**src/rtl/ball_motion.sv**
```systemverilog
// Pong ball position engine: steps, wall/paddle bounces, misses, score pulses.
// Optional feature macro: BALL_SPEEDUP_EN (step period shrinks every 4 paddle hits).
module ball_motion #(
  parameter int SCREEN_W     = 640,
  parameter int SCREEN_H     = 480,
  parameter int BALL_SIZE    = 8,
  parameter int PADDLE_H     = 64,
  parameter int PADDLE_W     = 8,
  parameter int PADDLE_X_L   = 16,
  parameter int PADDLE_X_R   = 616,
  parameter int TICKS_PER_PX = 4,
  parameter int HOLD_CYCLES  = 16
) (
  input  logic               clk,
  input  logic               reset,
  input  logic               game_on,
  input  logic               serve,
  input  logic signed [31:0] left_paddle_y,
  input  logic signed [31:0] right_paddle_y,
  output logic signed [31:0] ball_x,
  output logic signed [31:0] ball_y,
  output logic               dir_right,
  output logic               dir_down,
  output logic               in_play,
  output logic               score_left,
  output logic               score_right
);

  localparam logic [1:0] S_IDLE   = 2'd0;
  localparam logic [1:0] S_MOVING = 2'd1;
  localparam logic [1:0] S_SCORED = 2'd2;

  localparam int X_C   = (SCREEN_W - BALL_SIZE) / 2;
  localparam int Y_C   = (SCREEN_H - BALL_SIZE) / 2;
  localparam int X_MAX = SCREEN_W - BALL_SIZE;
  localparam int Y_MAX = SCREEN_H - BALL_SIZE;
  localparam int X_HL  = PADDLE_X_L + PADDLE_W;

  localparam logic [31:0] TPP  = 32'(TICKS_PER_PX);
  localparam logic [31:0] HOLD = 32'(HOLD_CYCLES);

  logic [1:0]         state_q, state_d;
  logic signed [31:0] x_q, x_d;
  logic signed [31:0] y_q, y_d;
  logic               dr_q, dr_d;
  logic               dd_q, dd_d;
  logic [31:0]        tick_q, tick_d;
  logic [31:0]        hold_q, hold_d;
  logic               sl_q, sl_d;
  logic               sr_q, sr_d;
  logic               step;
  logic [31:0]        tpp;

  logic ovl_l, ovl_r;
  logic hit_l, hit_r;
  logic miss_l, miss_r;

`ifdef BALL_SPEEDUP_EN
  logic [2:0]  hits_q, hits_d;
  logic [31:0] tpp_q, tpp_d;
  assign tpp = tpp_q;
`else
  assign tpp = TPP;
`endif

  // Paddle overlap and edge conditions on the current registered position.
  assign ovl_l  = (y_q + BALL_SIZE > left_paddle_y) &&
                  (y_q < left_paddle_y + PADDLE_H);
  assign ovl_r  = (y_q + BALL_SIZE > right_paddle_y) &&
                  (y_q < right_paddle_y + PADDLE_H);
  assign hit_l  = !dr_q && (x_q == X_HL) && ovl_l;
  assign hit_r  = dr_q && (x_q + BALL_SIZE == PADDLE_X_R) && ovl_r;
  assign miss_l = !dr_q && (x_q == 0);
  assign miss_r = dr_q && (x_q == X_MAX);

  // Next-state: serve, tick/step, miss handling and post-point hold.
  always_comb begin
    state_d = state_q;
    x_d     = x_q;
    y_d     = y_q;
    dr_d    = dr_q;
    dd_d    = dd_q;
    tick_d  = tick_q;
    hold_d  = hold_q;
    sl_d    = 1'b0;
    sr_d    = 1'b0;
    step    = 1'b0;
    unique case (state_q)
      S_IDLE: begin
        if (serve && game_on) begin
          state_d = S_MOVING;
          dd_d    = 1'b1;
          tick_d  = 32'd0;
        end
      end
      S_MOVING: begin
        if (game_on) begin
          if (tick_q >= tpp - 32'd1) begin
            tick_d = 32'd0;
            step   = 1'b1;
          end else begin
            tick_d = tick_q + 32'd1;
          end
        end
        if (step) begin
          if (miss_l || miss_r) begin
            state_d = S_SCORED;
            hold_d  = 32'd0;
            sr_d    = miss_l;
            sl_d    = miss_r;
            dr_d    = miss_r;
          end else begin
            if (!dd_q && y_q == 0) begin
              dd_d = 1'b1;
              y_d  = 32'sd1;
            end else if (dd_q && y_q == Y_MAX) begin
              dd_d = 1'b0;
              y_d  = y_q - 32'sd1;
            end else begin
              y_d  = dd_q ? y_q + 32'sd1 : y_q - 32'sd1;
            end
            if (hit_l) begin
              dr_d = 1'b1;
              x_d  = x_q + 32'sd1;
            end else if (hit_r) begin
              dr_d = 1'b0;
              x_d  = x_q - 32'sd1;
            end else begin
              x_d  = dr_q ? x_q + 32'sd1 : x_q - 32'sd1;
            end
          end
        end
      end
      S_SCORED: begin
        if (game_on) begin
          if (hold_q >= HOLD - 32'd1) begin
            state_d = S_IDLE;
            x_d     = X_C;
            y_d     = Y_C;
          end else begin
            hold_d = hold_q + 32'd1;
          end
        end
      end
      default: state_d = S_IDLE;
    endcase
  end

`ifdef BALL_SPEEDUP_EN
  // Every 4th paddle hit shortens the step period, floored at one cycle.
  always_comb begin
    hits_d = hits_q;
    tpp_d  = tpp_q;
    if (state_d == S_IDLE && state_q != S_IDLE) begin
      hits_d = 3'd0;
      tpp_d  = TPP;
    end else if (step && (hit_l || hit_r)) begin
      if (hits_q == 3'd3) begin
        hits_d = 3'd0;
        if (tpp_q > 32'd1) tpp_d = tpp_q - 32'd1;
      end else begin
        hits_d = hits_q + 3'd1;
      end
    end
  end

  // Speed-up state registers.
  always_ff @(posedge clk or posedge reset) begin
    if (reset) begin
      hits_q <= 3'd0;
      tpp_q  <= TPP;
    end else begin
      hits_q <= hits_d;
      tpp_q  <= tpp_d;
    end
  end
`endif

  // Main state registers; reset drops any point in progress silently.
  always_ff @(posedge clk or posedge reset) begin
    if (reset) begin
      state_q <= S_IDLE;
      x_q     <= X_C;
      y_q     <= Y_C;
      dr_q    <= 1'b1;
      dd_q    <= 1'b1;
      tick_q  <= 32'd0;
      hold_q  <= 32'd0;
      sl_q    <= 1'b0;
      sr_q    <= 1'b0;
    end else begin
      state_q <= state_d;
      x_q     <= x_d;
      y_q     <= y_d;
      dr_q    <= dr_d;
      dd_q    <= dd_d;
      tick_q  <= tick_d;
      hold_q  <= hold_d;
      sl_q    <= sl_d;
      sr_q    <= sr_d;
    end
  end

  assign ball_x      = x_q;
  assign ball_y      = y_q;
  assign dir_right   = dr_q;
  assign dir_down    = dd_q;
  assign in_play     = (state_q == S_MOVING);
  assign score_left  = sl_q;
  assign score_right = sr_q;

endmodule

```
**config.mk**
```make
export PLATFORM = sky130hd
export DESIGN_NAME = ball_motion
export DESIGN_NICKNAME = d
export VERILOG_FILES = /design/src/rtl/ball_motion.sv
export SDC_FILE = /design/constraint.sdc
export NUM_CORES = 1
export LEC_CHECK = 0
export BUFFER_PORTS_ARGS = -buffer_cell sky130_fd_sc_hd__buf_4
export CORE_MARGIN = 5
export CORE_UTILIZATION = 55
export CTS_CLUSTER_DIAMETER = 150
export DETAILED_ROUTE_END_ITERATION = 7
export GPL_TIMING_DRIVEN = 1
export PLACE_DENSITY = 0.88
export SLEW_MARGIN = 20
export SYNTH_ARGS = -nofsm -noshare
export SYNTH_HDL_FRONTEND = slang
export SYNTH_SLANG_ARGS = --single-unit
```
**constraint.sdc**
```tcl
create_clock -name clk -period 5.28 [get_ports clk]
set_clock_uncertainty 0.05 [all_clocks]
set_input_delay 0.792 -clock clk [delete_from_list [all_inputs] [get_ports clk]]
set_output_delay 0.792 -clock clk [all_outputs]
set_load 0.01 [all_outputs]
```
## Word-level counts from Yosys, hierarchy flattened

Index checks and enable logic that the tools add are counted.

| operators by class | value |
|---|---|
| reduce and logical (&&, ||, !) cells | 26 |
| muxes and demuxes | 49 |
| $lt $le $gt $ge | 6 |
| add/subtract/negate cells | 10 |
| equality and inequality tests | 15 |

Operators by type and width:

| kind | count |
|---|---|
| $mux W32 | 21 |
| $pmux W32 S2 | 4 |
| $add A32 B1 Y32 const B | 2 |
| $add A32 B2 Y32 const B | 2 |
| $add A32 B5 Y32 const B | 2 |
| $add A32 B8 Y32 const B | 2 |
| $eq A32 B11 Y1 const B | 2 |
| $gt A32 B32 Y1 | 2 |
| $logic_not A32 Y1 | 2 |
| $lt A32 B32 Y1 | 2 |
| $sub A32 B2 Y32 const B | 2 |
| $eq A32 B10 Y1 const B | 1 |
| $eq A32 B6 Y1 const B | 1 |
| $ge A32 B2 Y1 const B | 1 |
| $ge A32 B4 Y1 const B | 1 |
| $reduce_and A5 Y1 | 4 |
| $mux W1 | 17 |
| $ne A2 B2 Y1 const B | 6 |
| $logic_and A1 B1 Y1 | 11 |
| $mux W2 | 5 |
| $pmux W2 S3 | 1 |
| $reduce_and A3 Y1 | 2 |
| $ne A2 B1 Y1 const B | 2 |
| $reduce_bool A2 Y1 | 2 |
| other kinds (8) | 9 |

| word-level totals | value |
|---|---|
| input bits | 68 |
| register bits | 134 |

## Logic depth before layout (Yosys ltp)

Gate-level depths: netlist (run 1).

| logic depth | value |
|---|---|
| depth after elaboration | 9 |
| mapped depth | 23 |

## Worst setup path before layout (run 1)

No wires, ideal clock.

| path | value |
|---|---|
| kind | register to register |
| from | register y_q[3] (netlist: ball_y[3]) |
| to | register x_q[24] (netlist: ball_x[24]) |
| data arrival time | 5.554 ns |
| setup time | 0.121 ns |
| setup slack | -0.444 ns |
| required time | 5.109 ns |
| cell stages (with the launch flop) | 21 |
| path buffers | 1 |
| cells stage by stage | dfstp_2 -> inv_1 -> nor4_1 -> nand2_1 -> or3_1 -> nor4_1 -> nand3_1 -> nor2_1 -> xor2_1 -> ha_1 -> nand4_1 -> nor4_1 -> a221oi_1 -> nor2_1 -> or4b_1 -> or4_4 -> o31ai_2 -> buf_2 -> mux2i_1 -> o21ai_0 -> a22o_1 |

| between the ends | value |
|---|---|
| word-level cells in the longest chain between the ends | 9 |
| elaborated cells on any way between the ends | 14 |
| classes of those cells | 1 x add/sub; 4 x order compare; 5 x mux; 4 x reduce/logical |

RTL lines:

| what | line | text |
|---|---|---|
| from (decl) | 44 | `logic signed [31:0] y_q, y_d;` |
| from (signal assigned) | 194 | `y_q <= y_d;` |
| $add A32 B5 Y32 | 67, 69 |  |
| $gt A32 B32 Y1 | 69 | `assign ovl_r = (y_q + BALL_SIZE > right_paddle_y) &&` |
| $logic_and A1 B1 Y1 | 69 |  |
| $logic_and A1 B1 Y1 | 72 | `assign hit_r = dr_q && (x_q + BALL_SIZE == PADDLE_X_R) && ovl_r;` |
| $mux W32 | 125 | `end else if (hit_r) begin` |
| $mux W32 * | 122 | `if (hit_l) begin` |
| $mux W32 * | 106 | `if (miss_l \|\| miss_r) begin` |
| $mux W32 * | 105 | `if (step) begin` |
| $pmux W32 S2 * | 88 | `unique case (state_q)` |
| to (signal assigned) | 183 | `x_q <= X_C;` |
| to (signal assigned) | 193 | `x_q <= x_d;` |
| to (decl) | 43 | `logic signed [31:0] x_q, x_d;` |

Mark *: on every way between the ends. The rest lies on a longest branch, timed or not. The select of a mux whose other input is x is not followed.
A chain may end at the register's enable or synchronous reset.

## Worst setup path after layout (run 1)

| path | value |
|---|---|
| from | register y_q[3] (netlist: ball_y[3]) |
| to | register x_q[12] (netlist: ball_x[12]) |

Same word-level chain as after synthesis.

==> results of run 1 <==
## flip-flops by register name, summed over array words and instances (netlist names)
name,flops
dir_down,1
score_right,1
state_q,2
tick_q,32
score_left,1
ball_x,32
hold_q,32
dir_right,1
ball_y,32
## metal layers
metal  up-vias  global-route usage (%)  part of all wire [%]
li1       6495                       -                     -
met1      6908                    42.3                    39
met2       957                    53.5                    47
met3       212                    5.16                   9.4
met4         0                    14.6                   4.5
met5         -                       0                     0
## cell families after synthesis
logic type | count (synthesis)
AND/OR/NAND/NOR | 701
AO/OA/AOI/OAI | 380
buffers and inverters | 195
adder cells (fa/ha/maj) | 136
flip-flops | 134
XOR/XNOR | 97
multiplexers | 12
## repair_timing
item / in CTS / in global routing
endpoints found under the setup margin: 31 / 31
pin swaps: 4 / 22
gates cloned: 0 / 2
setup buffers: 4 / 17
gates resized for setup: 12 / 58
## metrics by stage
step	total power, mW	setup slack (ns)	util, %	hold slack, ns
after global routing	3.60	-0.383	68.7	0.218
after global placement	2.05	-0.138	63.8	0.422
after CTS	3.43	-0.0293	67.1	0.211
after floorplan	1.76	0.00969	-	0.404
final	3.48	-0.169	68.7	0.216
after detailed placement	2.09	-0.206	63.8	0.431
## synth_stat cells, drive strengths merged (12+ instances only)
cell / n
inv: 112
buf: 14
dfstp: 12
nand3: 91
and2: 13
and3: 46
a21oi: 107
o31ai: 22
nor4: 52
o21ai: 86
and4: 19
or4: 13
nand2: 132
dfrtp: 122
ha: 136
nor3: 54
xnor2: 70
nor2: 161
clkbuf: 69
or3: 31
a22o: 20
nand4: 50
a21o: 22
a31oi: 21
xor2: 27
## where the power goes
group / internal (mW) / switching, mW
Clock: 0.775 / 0.557
Combinational: 0.337 / 0.626
Sequential: 1.08 / 0.0987
## cell usage in the layout, fill, tap and decap left out, types with 7 or more instances in the layout
cell type / instances
clkbuf_16: 18
dfrtp_1: 122
o22ai_1: 9
buf_4: 257
a21oi_1: 102
dfstp_2: 12
a22o_1: 20
nor3_1: 51
xor2_1: 26
or3_1: 30
a31oi_1: 21
nor4_1: 46
and3_1: 46
a21o_1: 22
or4_1: 10
or2_2: 9
o211ai_1: 10
o31ai_1: 19
nand4_1: 50
nor2b_1: 9
nand3_1: 85
and2_1: 11
o21ai_0: 74
o21ai_1: 12
and4_1: 18
xnor2_1: 68
ha_1: 136
a211oi_1: 7
nor2_1: 157
nand2_1: 132
inv_1: 108
## how the worst min path moves through the flow
stage	start	to	slack, ns	cells after the start
after detailed placement	hold_q[31]	hold_q[31]	0.43	1
after global placement	hold_q[1]	hold_q[1]	0.42	2
after CTS	reset	tick_q[4]	0.21	2
final	reset	tick_q[4]	0.22	2
after global routing	reset	tick_q[4]	0.22	2
after floorplan	hold_q[31]	hold_q[31]	0.40	1
## cell type report
class | count | area share [%]
Clock buffer | 17 | 2.66
Timing Repair Buffer | 268 | 13.1
Sequential cell | 134 | 21.1
Clock inverter | 15 | 1.46
Inverter | 112 | 2.65
Tap cell | 319 | 2.50
Multi-Input combinational cell | 1326 | 56.6
==> impl_metrics.env, run 1 <==
export IMPL_outcome="complete, but fails checks"
export IMPL_design_area_mm2=0.0160
export IMPL_tightest_slew_ns=1.10
export IMPL_synth_adder_area_share_pct=13.2
export IMPL_h_tree_depth=4
export IMPL_die_w_um=163
export IMPL_synth_top_family_by_area="simple AND/OR/NAND/NOR gates"
export IMPL_syn_to_final_growth_pct=24.1
export IMPL_routed_wl_mm=44.9
export IMPL_first_pass_iters=6
export IMPL_period_needed_ns=5.45
export IMPL_insertion_delay_ns=0.44
export IMPL_drt_antenna_violating_nets=0
export IMPL_yosys_warnings=0
export IMPL_cts_sinks=134
export IMPL_fin_ws_ns=-0.169
export IMPL_ir_drop_v=0.000240
export IMPL_overflow=0
export IMPL_synthXorXnorAreaFrac_pct=6.60
export IMPL_path_class="reg2reg"
export IMPL_min_path_type="in2async"
export IMPL_max_clock_freq_mhz=184
export IMPL_crit_fanout=13
export IMPL_synthTopCellsByArea="dfrtp_1 24%, ha_1 13%, xnor2_1 4.8%"
export IMPL_max_cap_viol_count=0
export IMPL_worst_path_buf_inv=3
export IMPL_syn_area_mm2=0.0129
export IMPL_crit_end="ball_x[12]"
export IMPL_r2r_end="ball_x[12]"
export IMPL_dp_cells=2136
export IMPL_synth_compound_area_share_pct=19.1
export IMPL_synth_seq_cells=134
export IMPL_relSlewSlack_pct=27.0
export IMPL_crit_family="simple AND/OR/NAND/NOR gates"
export IMPL_hpwl_mm=33.0
export IMPL_first_global_vias=14000
export IMPL_antenna_cells=0
export IMPL_violations="negative setup slack"
export IMPL_avgSynthCellArea_um2=7.78
export IMPL_powerDensity_mw_per_mm2=217
export IMPL_multi_input_area_mm2=0.00904
export IMPL_p_leak_nw=7.70
export IMPL_drc=0
export IMPL_clkTransAtPathRegs_ns=0.07
export IMPL_cp_num_cells=23
export IMPL_place_congestion=1.01
export IMPL_crit_path_end_kind="register"
export IMPL_num_rows=56
export IMPL_yosys_area_share_simple_pct=28.0
export IMPL_worstPathArrival_ns=5.73
export IMPL_rr_worst_depth=23
export IMPL_crit_start="ball_y[3]"
export IMPL_r2r_start="ball_y[3]"
export IMPL_synthDistinctLibCells=79
export IMPL_ys_flop_type="dfrtp_1"
export IMPL_grt_usage_pct=32.5
export IMPL_synth_async_sr_flop_share_pct=100
export IMPL_reg2reg_slack_ns=-0.17
export IMPL_rsz0062_at_grt="yes"
export IMPL_io_pins=137
export IMPL_instances_no_fill=2191
export IMPL_synth_top_cell_area_share_pct=23.7
export IMPL_numCtsBuffers=17
export IMPL_portBuffers=136
export IMPL_antenna_found_initial=0
export IMPL_cts_hold_buf=0
export IMPL_synthMuxAreaShare_pct=0.952
export IMPL_die_area_mm2=0.0266
export IMPL_cts_root_buffer_cell="clkbuf_16"
export IMPL_setup_viol=30
export IMPL_drtIter0Drc=2180
export IMPL_start_util_pct=55.4
export IMPL_worstPathRequired_ns=5.56
export IMPL_seqCellArea_mm2=0.00337
export IMPL_cp_slowest_stage_delay_ns=0.55
export IMPL_start_kind="register"
export IMPL_grt_max_degree=65
export IMPL_period_share_pct=103
export IMPL_path_cells="ha_1 -> and3_1 -> nand2_1 -> nor4_2 -> buf_4 -> nand3_1 -> nor2_2 -> nand3_2 -> nor2_2 -> xor2_1 -> ha_1 -> nand4_1 -> buf_4 -> nor4_4 -> a221oi_2 -> nor2_1 -> or4b_1 -> or4_4 -> o31a_1 -> buf_6 -> nor2_4 -> mux2i_1 -> mux2_2"
export IMPL_fin_setup_tns_ns=-2.62
export IMPL_worst_path_max_delay_cell="or4_4"
export IMPL_synth_nets=1859
export IMPL_die_h_um=163
export IMPL_grt_pass1_wl_mm=70.7
export IMPL_coreArea_mm2=0.0233
export IMPL_num_fill_cells=1841
export IMPL_synth_cells=1655
export IMPL_yosysSeqAreaShare_pct=26.2
export IMPL_yosys_area_top_type="dfrtp_1"
export IMPL_fin_nets=2063
export IMPL_vias_per_cell=6.65
export IMPL_wl_per_cell_um=20.5
export IMPL_tritoncts="done"
export IMPL_final_max_slew_viol_count=0
export IMPL_place_area_mm2=0.0148
export IMPL_synth_edf_count=0
export IMPL_cts_path_max_buffers=2
export IMPL_drive_above_1_share_pct=20.6
export IMPL_hold_viol_final=0
export IMPL_vias=14600
No activity file was read; power rests on OpenSTA's default activity.
==> inputs of run 2 (changes only) <==
CORE_ASPECT_RATIO = 0.9   (was not set)
==> run 2 against run 1 <==
Net effect:
- the flow still finishes with violations (negative setup slack)
- critical path depth increased by 1
- via count decreased by 1.8%
- global-route usage decreased by 0.73 points
- combinational power decreased by 3.1%
- clock-buffer cell count unchanged
- critical path type unchanged
- largest cell class unchanged
- largest power group is now sequential cells
==> impl_metrics.env, run 2 (synthesis results as in run 1) <==
export IMPL_min_path_type="reg2reg"
export IMPL_path_class="reg2reg"
export IMPL_instances_no_fill=2168
export IMPL_cp_slowest_stage_delay_ns=0.55
export IMPL_clkTransAtPathRegs_ns=0.07
export IMPL_num_fill_cells=1806
export IMPL_wl_per_cell_um=20.1
export IMPL_h_tree_depth=4
export IMPL_tritoncts="done"
export IMPL_hpwl_mm=32.1
export IMPL_hold_viol_final=0
export IMPL_fin_ws_ns=-0.226
export IMPL_cts_path_max_buffers=2
export IMPL_vias_per_cell=6.60
export IMPL_period_needed_ns=5.51
export IMPL_start_util_pct=55.5
export IMPL_routed_wl_mm=43.7
export IMPL_ir_drop_v=0.000257
export IMPL_hold_worst_slack_ns=0.445
export IMPL_grt_pass1_wl_mm=69.2
export IMPL_die_h_um=155
export IMPL_io_pins=137
export IMPL_num_rows=53
export IMPL_crit_path_end_kind="register"
export IMPL_tightest_slew_ns=1.02
export IMPL_mostFrequentLayoutCells="253 x buf_4, 157 x nor2_1, 135 x ha_1"
export IMPL_die_area_mm2=0.0266
export IMPL_drive_above_1_share_pct=19.7
export IMPL_vias=14300
export IMPL_cts_sinks=134
export IMPL_numCtsBuffers=17
export IMPL_fin_util_pct=67.7
export IMPL_die_w_um=171
export IMPL_setup_viol=30
export IMPL_reg2reg_slack_ns=-0.23
export IMPL_antenna_cells=0
export IMPL_max_clock_freq_mhz=182
export IMPL_drc=0
export IMPL_syn_to_final_growth_pct=22.1
export IMPL_grt_usage_pct=31.8
export IMPL_portBuffers=136
export IMPL_worstPathRequired_ns=5.55
export IMPL_rsz0062_at_grt="yes"
export IMPL_mostFrequentLayoutCell="buf_4"
export IMPL_worst_path_max_delay_cell="dfstp_2"
export IMPL_start_kind="register"
export IMPL_pre_cts_slack_ns=-0.320
export IMPL_cts_root_buffer_cell="clkbuf_16"
export IMPL_place_congestion=0.987
export IMPL_max_cap_viol_count=0
export IMPL_crit_path_frequent_cell="buf_4"
export IMPL_period_share_pct=104
export IMPL_cts_hold_buf=0
export IMPL_power_mw=3.28
export IMPL_drtIter0Drc=1922
export IMPL_first_global_vias=13800
export IMPL_path_cells="ha_2 -> and3_4 -> nand2_2 -> nor4_2 -> buf_4 -> nand3_2 -> buf_4 -> inv_1 -> nand3_2 -> xnor2_2 -> ha_1 -> nand4_1 -> nor4_2 -> and4_4 -> o311ai_1 -> and4_1 -> or4_4 -> buf_4 -> o31ai_4 -> buf_6 -> buf_6 -> mux2i_2 -> o21ai_1 -> a22o_1"
export IMPL_dp_cells=2115
export IMPL_first_pass_iters=8
export IMPL_coreArea_mm2=0.0232
export IMPL_powerDensity_mw_per_mm2=209
export IMPL_violations="negative setup slack"
export IMPL_relSlewSlack_pct=32.3
export IMPL_final_max_slew_viol_count=0
export IMPL_fin_nets=2057
export IMPL_overflow=0
export IMPL_antenna_found_initial=0
export IMPL_p_leak_nw=7.58
export IMPL_crit_fanout=7
export IMPL_outcome="complete, but fails checks"
export IMPL_worstPathArrival_ns=5.78
export IMPL_crit_family="simple AND/OR/NAND/NOR gates"
export IMPL_worst_path_buf_inv=6
export IMPL_drt_antenna_violating_nets=0
export IMPL_grt_max_degree=93
export IMPL_insertion_delay_ns=0.44
==> run 2: where the power goes <==
group / internal [mW] / total (mW) / switching (mW)
sequential: 1.08 / 1.17 / 0.0920
combinational: 0.329 / 0.933 / 0.604
clock: 0.628 / 1.17 / 0.545
==> run 2: layer usage <==
| metal | global-route usage (%) | vias to the layer above | routed length, µm |
|---|---|---|---|
| li1 | - | 6476 | - |
| met1 | 42.5 | 6729 | 17300 |
| met2 | 51.1 | 950 | 19800 |
| met3 | 6.68 | 158 | 4990 |
| met4 | 11.6 | 0 | 1580 |
| met5 | 0 | - | 0 |
==> run 2: what timing repair did <==
action | CTS | global route
pin swaps | 2 | 8
setup endpoints to repair | 31 | 31
buffers inserted | 15 | 4
gates resized for setup | 27 | 14
cloned | 2 | 0
==> run 2: final timing paths <==
| check | cells after the start | from | end |
|---|---|---|---|
| worst max-delay path | 24 | ball_y[3] | ball_x[24] |
| worst min-delay path | 1 | hold_q[30] | hold_q[30] |
| worst max register to register | 24 | ball_y[3] | ball_x[24] |
| worst min register to register | 1 | hold_q[30] | hold_q[30] |
| max in group asynchronous | 3 | reset | tick_q[15] |
| min in group asynchronous | 2 | reset | hold_q[22] |
==> run 2: per-stage QoR <==
step | instance area (µm²) | setup TNS [ns]
floorplan | 12900 | 0
global route | 15700 | -9.18
global placement | 14800 | -0.773
CTS | 15600 | -0.0366
detailed placement | 14800 | -6.05
finish | 15700 | -4.22
==> run 2: final cells by class <==
| cell class | count | area [µm²] | share of cell area (%) |
|---|---|---|---|
| multi-input combinational | 1326 | 8960 | 57.0 |
| timing repair buffer | 262 | 2020 | 12.8 |
| clock inverter | 15 | 149 | 0.947 |
| tap | 302 | 378 | 2.40 |
| clock buffer | 17 | 425 | 2.71 |
| inverter | 112 | 425 | 2.71 |
| sequential | 134 | 3370 | 21.4 |
